**src/rtl/fu_cdb_arbiter.sv**
```systemverilog
// fu_cdb_arbiter: write-back scheduler between the functional units and the CDB.
// Each FU owns a one-entry holding buffer (tag + value). A round-robin arbiter
// drains up to NUM_CDB occupied buffers per cycle onto registered CDB lanes.
//
// Ports:
//   i_clock      system clock
//   i_reset      synchronous, active-high reset (priority over flush/capture)
//   i_flush      squash: drops buffered results, incoming results and grants
//   i_fu_done    per-FU "result presented" strobe
//   i_fu_t_idx   per-FU destination tag, FU i at [i*PR_W +: PR_W]
//   i_fu_result  per-FU result value, FU i at [i*DATA_W +: DATA_W]
//   o_fu_ready   per-FU buffer can accept a result (combinational from state)
//   o_cdb_valid  per-lane valid (registered)
//   o_cdb_t_idx  per-lane tag (registered)
//   o_cdb_value  per-lane value (registered)
module fu_cdb_arbiter #(
  parameter int unsigned NUM_FU  = 8,
  parameter int unsigned NUM_CDB = 2,
  parameter int unsigned PR_W    = 6,
  parameter int unsigned DATA_W  = 64
) (
  input  logic                      i_clock,
  input  logic                      i_reset,
  input  logic                      i_flush,
  input  logic [NUM_FU-1:0]         i_fu_done,
  input  logic [NUM_FU*PR_W-1:0]    i_fu_t_idx,
  input  logic [NUM_FU*DATA_W-1:0]  i_fu_result,
  output logic [NUM_FU-1:0]         o_fu_ready,
  output logic [NUM_CDB-1:0]        o_cdb_valid,
  output logic [NUM_CDB*PR_W-1:0]   o_cdb_t_idx,
  output logic [NUM_CDB*DATA_W-1:0] o_cdb_value
);

  localparam int unsigned PTR_W = (NUM_FU > 1) ? $clog2(NUM_FU) : 1;
  // One extra bit so rr_ptr + offset never overflows before the modulo fold.
  localparam int unsigned IDX_W = PTR_W + 1;
  localparam int unsigned CNT_W = $clog2(NUM_CDB + 1);
  localparam logic [PTR_W-1:0] LAST_FU = PTR_W'(NUM_FU - 1);

  // Holding buffers and arbitration state
  logic [NUM_FU-1:0]         r_occ;
  logic [PR_W-1:0]           r_buf_t_idx [NUM_FU];
  logic [DATA_W-1:0]         r_buf_value [NUM_FU];
  logic [PTR_W-1:0]          r_rr_ptr;

  // Registered CDB lanes
  logic [NUM_CDB-1:0]        r_cdb_valid;
  logic [NUM_CDB*PR_W-1:0]   r_cdb_t_idx;
  logic [NUM_CDB*DATA_W-1:0] r_cdb_value;

  // Arbitration results
  logic [NUM_FU-1:0]         w_grant;
  logic [NUM_CDB-1:0]        w_lane_valid;
  logic [NUM_CDB*PR_W-1:0]   w_lane_t_idx;
  logic [NUM_CDB*DATA_W-1:0] w_lane_value;
  logic [PTR_W-1:0]          w_last_grant;
  logic [IDX_W-1:0]          w_scan_idx;
  logic [CNT_W-1:0]          w_grant_cnt;
  logic [NUM_FU-1:0]         w_fu_ready;
  logic [NUM_FU-1:0]         w_capture;

  // Round-robin scan from r_rr_ptr; the j-th occupied buffer found drives lane j.
  always_comb begin
    w_grant      = '0;
    w_lane_valid = '0;
    w_lane_t_idx = '0;
    w_lane_value = '0;
    w_last_grant = r_rr_ptr;
    w_scan_idx   = '0;
    w_grant_cnt  = '0;
    for (int unsigned k = 0; k < NUM_FU; k++) begin
      w_scan_idx = IDX_W'(r_rr_ptr) + IDX_W'(k);
      if (w_scan_idx >= IDX_W'(NUM_FU)) begin
        w_scan_idx = w_scan_idx - IDX_W'(NUM_FU);
      end
      if (r_occ[PTR_W'(w_scan_idx)] && (w_grant_cnt < CNT_W'(NUM_CDB))) begin
        w_grant[PTR_W'(w_scan_idx)] = 1'b1;
        for (int unsigned j = 0; j < NUM_CDB; j++) begin
          if (w_grant_cnt == CNT_W'(j)) begin
            w_lane_valid[j]                  = 1'b1;
            w_lane_t_idx[j*PR_W +: PR_W]     = r_buf_t_idx[PTR_W'(w_scan_idx)];
            w_lane_value[j*DATA_W +: DATA_W] = r_buf_value[PTR_W'(w_scan_idx)];
          end
        end
        w_last_grant = PTR_W'(w_scan_idx);
        w_grant_cnt  = w_grant_cnt + CNT_W'(1);
      end
    end
  end

  // A buffer being drained this cycle can be refilled in the same cycle.
  assign w_fu_ready = ~r_occ | w_grant;
  // Done without ready is a protocol error and is simply ignored.
  assign w_capture  = i_fu_done & w_fu_ready;

  // Buffer, pointer and CDB register update
  always_ff @(posedge i_clock) begin
    if (i_reset) begin
      r_occ       <= '0;
      r_rr_ptr    <= '0;
      r_cdb_valid <= '0;
      r_cdb_t_idx <= '0;
      r_cdb_value <= '0;
      for (int unsigned i = 0; i < NUM_FU; i++) begin
        r_buf_t_idx[i] <= '0;
        r_buf_value[i] <= '0;
      end
    end else if (i_flush) begin
      // Squash everything in flight; rr_ptr is deliberately left alone.
      r_occ       <= '0;
      r_cdb_valid <= '0;
      r_cdb_t_idx <= '0;
      r_cdb_value <= '0;
    end else begin
      r_occ       <= w_capture | (r_occ & ~w_grant);
      r_cdb_valid <= w_lane_valid;
      r_cdb_t_idx <= w_lane_t_idx;
      r_cdb_value <= w_lane_value;
      for (int unsigned i = 0; i < NUM_FU; i++) begin
        if (w_capture[i]) begin
          r_buf_t_idx[i] <= i_fu_t_idx[i*PR_W +: PR_W];
          r_buf_value[i] <= i_fu_result[i*DATA_W +: DATA_W];
        end
      end
      // Next scan starts just past the last FU served; wraps to 0 after NUM_FU-1.
      if (|w_grant) begin
        r_rr_ptr <= (w_last_grant == LAST_FU) ? '0 : (w_last_grant + PTR_W'(1));
      end
    end
  end

  assign o_fu_ready  = w_fu_ready;
  assign o_cdb_valid = r_cdb_valid;
  assign o_cdb_t_idx = r_cdb_t_idx;
  assign o_cdb_value = r_cdb_value;

endmodule
```
**config.mk**
```make
export PLATFORM = sky130hd
export DESIGN_NAME = fu_cdb_arbiter
export DESIGN_NICKNAME = d
export VERILOG_FILES = /design/src/rtl/fu_cdb_arbiter.sv
export SDC_FILE = /design/constraint.sdc
export NUM_CORES = 2
export LEC_CHECK = 0
export BUFFER_PORTS_ARGS = -buffer_cell sky130_fd_sc_hd__buf_2
export CORE_MARGIN = 4
export CORE_UTILIZATION = 40
export DETAILED_ROUTE_END_ITERATION = 8
export GPL_TIMING_DRIVEN = 0
export PLACE_DENSITY = 0.62
export SYNTH_ARGS = -nofsm -noshare
export SYNTH_HDL_FRONTEND = slang
export SYNTH_SLANG_ARGS = --single-unit
```
**constraint.sdc**
```tcl
create_clock -name i_clock -period 9.8 [get_ports i_clock]
set_input_delay 1.96 -clock i_clock [delete_from_list [all_inputs] [get_ports i_clock]]
set_output_delay 1.96 -clock i_clock [all_outputs]
set_load 0.005 [all_outputs]
```
==> impl_metrics.ini <==
[sta]
finalSetupViolations = 0
max_slew.worst_pin.slew_ns = 1.49
fin_crit_ns = 9.67
finClkSkew_ns = 0.0354
finalHoldViolations = 0
drv_slew = 0
rsz0062_at_grt = false
max_freq_mhz = 103
post-route-period-util_pct = 98.7
tns_ns = 0
max_slew_margin_pct = 0.642

[drt]
dr_total_vias = 54100
drt_iter0_drc = 8926
drtPass1Iterations = 7
wire_per_inst_um = 36.9
antenna_left = 0
drc = 0
via_per_inst = 6.80
drt-total-wl_um = 294000

[worst_hold_path]
worstHoldStart = r_occ[7]
hold_path.class = register to register

[power]
vdd_drop_max_v = 0.000199
power_density_nw_per_um2 = 321
leakage_nw = 24.7

[yosys]
ys_seq_area_share_pct = 34.8
syn-instance-count = 5143
synth_area_sq_um = 57200
yosysWarnings = 0
synth_nets = 5733
async_flop_share_pct = 0
synth_seq_cells = 716
syn_avg_cell_area_sq_um = 11.1
synth_edf_count = 560
ys.flop_type = edfxtp_1
synth_cell_types = 68

[placed_design]
portBuffers = 720
gp_congestion = 1.05
dp_hpwl_um = 224000

[clock_network]
cts_htree_levels = 3
clock_latency_ns = 0.75
cts_buffer_depth = 3
numClockSinks = 716
clockRootBuffer = clkbuf_16
cts_tree = done
ctsHoldBuffers = 0
clkTransAtPathRegs_ns = 0.06
numCtsBuffers = 78

[floorplanning]
coreArea_sq_um = 142000
num_rows = 138
io_pins = 721
die_area_sq_um = 149000
die_x_um = 386
initial_core_util_pct = 40.3
die_h_um = 386

[outcome]
status = finished, violations left
violations = capacitance limit

[global_routing]
grt-ovfl-total = 0
grt_pass1_wl_um = 402000
grt_start_max_net_pins = 39
antenna_found_initial = 38
grtUsageTotal_pct = 38.2
grt_pass1_vias = 52000

[setup_path]
cp-start-kind = register
critPathMaxStageDelay_ns = 0.43
cp-startpoint = r_rr_ptr[2]
required_ns = 7.84
cp_max_fo = 11
crit_slowest_cell = ha_2
reg2reg_from = r_rr_ptr[2]
endpoint_kind = output port
critical_path_arrival_ns = 7.71
path_class = register to output port

[job]
drv_cap = 3

[final_layout]
fin_nets = 6561
fill_cells = 13300
post-route-util_pct = 47.0
area_growth_pct = 16.6
drive_above_1_share_pct = 31.5
kinds of logic after synthesis:
logic type                 Yosys count  synth area share, %
DFF                                716                 34.8
AOI/OAI and AO/OA                 1138                 12.2
and+or+nand+nor                   1600                 13.4
muxes                             1106                 35.0
adders and majority gates           19                0.415
xor gates and xnor gates            10                0.205
buffers and inverters              554                 3.94
report_power, final:
part	leakage (nW)	switching (mW)	internal [mW]
registers	7.15	0.370	3.74
logic	16.3	9.27	4.90
clock network	1.32	1.38	1.74
cells in the final DEF, fill, tap and decap left out, types with 91 or more instances in the layout:
cell / netlist / layout
a21oi_1: 466 / 466
and2_1: 436 / 435
buf_2: 86 / 804
clkbuf_1: 381 / 370
dfxtp_1: 156 / 156
edfxtp_1: 560 / 560
mux2_2: 91 / 91
mux2i_1: 307 / 307
mux4_2: 706 / 705
nand2_1: 799 / 797
nor2_1: 144 / 140
nor2b_1: 146 / 146
o21ai_0: 255 / 255
o22ai_1: 111 / 109
synth_stat cells, types with 60 or more instances:
cell	count	share of area [%]
a221oi_1	60	0.92
nor2b_1	146	1.6
o22ai_1	111	1.2
nand2_1	799	5.2
and2_1	436	4.8
clkbuf_1	381	2.5
dfxtp_1	156	5.5
edfxtp_1	560	29
mux4_2	706	28
o21ai_0	255	2.2
a22oi_1	72	0.94
mux2i_1	307	5.4
nor2_1	144	0.94
buf_2	86	0.75
a21oi_1	466	4.1
mux2_2	91	1.8
registers in the layout, summed over array words and instances (netlist names), named ones only:
signal	count
r_rr_ptr	3
o_cdb_valid	2
r_buf_t_idx	48
r_buf_value	512
o_cdb_value	128
r_occ	8
o_cdb_t_idx	12
layer usage:
layer | track usage [%] | wire, um | up-vias | share of wire (%)
met1 | 50.2 | 109000 | 27000 | 37
met4 | 20.7 | 18100 | 18 | 6.2
met5 | 0 | 108 | - | 0.037
met2 | 56.1 | 128000 | 4675 | 43
met3 | 12.4 | 38700 | 841 | 13
li1 | - | - | 21600 | -
worst max-delay path: cells and delay by family, from the launching register on:
kind	cells	cell delay, ns
xor gates and xnor gates	1	0.25
adders and majority gates	5	1.71
AOI/OAI and AO/OA	3	0.61
DFF	1	0.41
and+or+nand+nor	11	2.13
buffers and inverters	8	1.86
timing repair:
item,4_1_cts,5_1_grt
pin swaps,4,3
resized for setup,31,10
setup buffers,6,2
endpoints found under the setup margin,1140,8
through the flow:
step / total power [mW] / setup WS (ns) / instances / cell area (sq um) / hold WS (ns)
floorplan: 12.4 / 0.670 / 5143 / 57300 / 0.530
global placement: 17.5 / -4.47 / 7753 / 63200 / 0.584
detailed placement: 17.5 / -2.48 / 7775 / 63800 / 0.633
CTS: 20.7 / 0.0296 / 7923 / 66600 / 0.651
global route: 22.0 / 0.00269 / 7932 / 66700 / 0.681
finish: 21.4 / 0.131 / 7956 / 66800 / 0.661
final timing paths:
kind	slack [ns]	cells past startpoint	to
setup reg to reg	1.10	30	r_buf_value[5][58]
hold reg to reg	0.66	3	r_occ[7]
hold / removal	0.66	3	r_occ[7]
setup / recovery	0.13	28	o_fu_ready[7]
area by class of cell:
type	count	area, sq um	share of cell area, %
Clock inverter	42	429	0.643
Tap cell	1890	2360	3.54
Multi-Input combinational cell	3873	35300	52.8
Sequential cell	716	19900	29.9
Antenna cell	29	72.6	0.109
Clock buffer	104	2230	3.34
Buffer	525	2220	3.32
Inverter	25	93.8	0.141
Timing Repair Buffer	752	4160	6.24
Note: power is estimated with default switching activity, not from simulation.
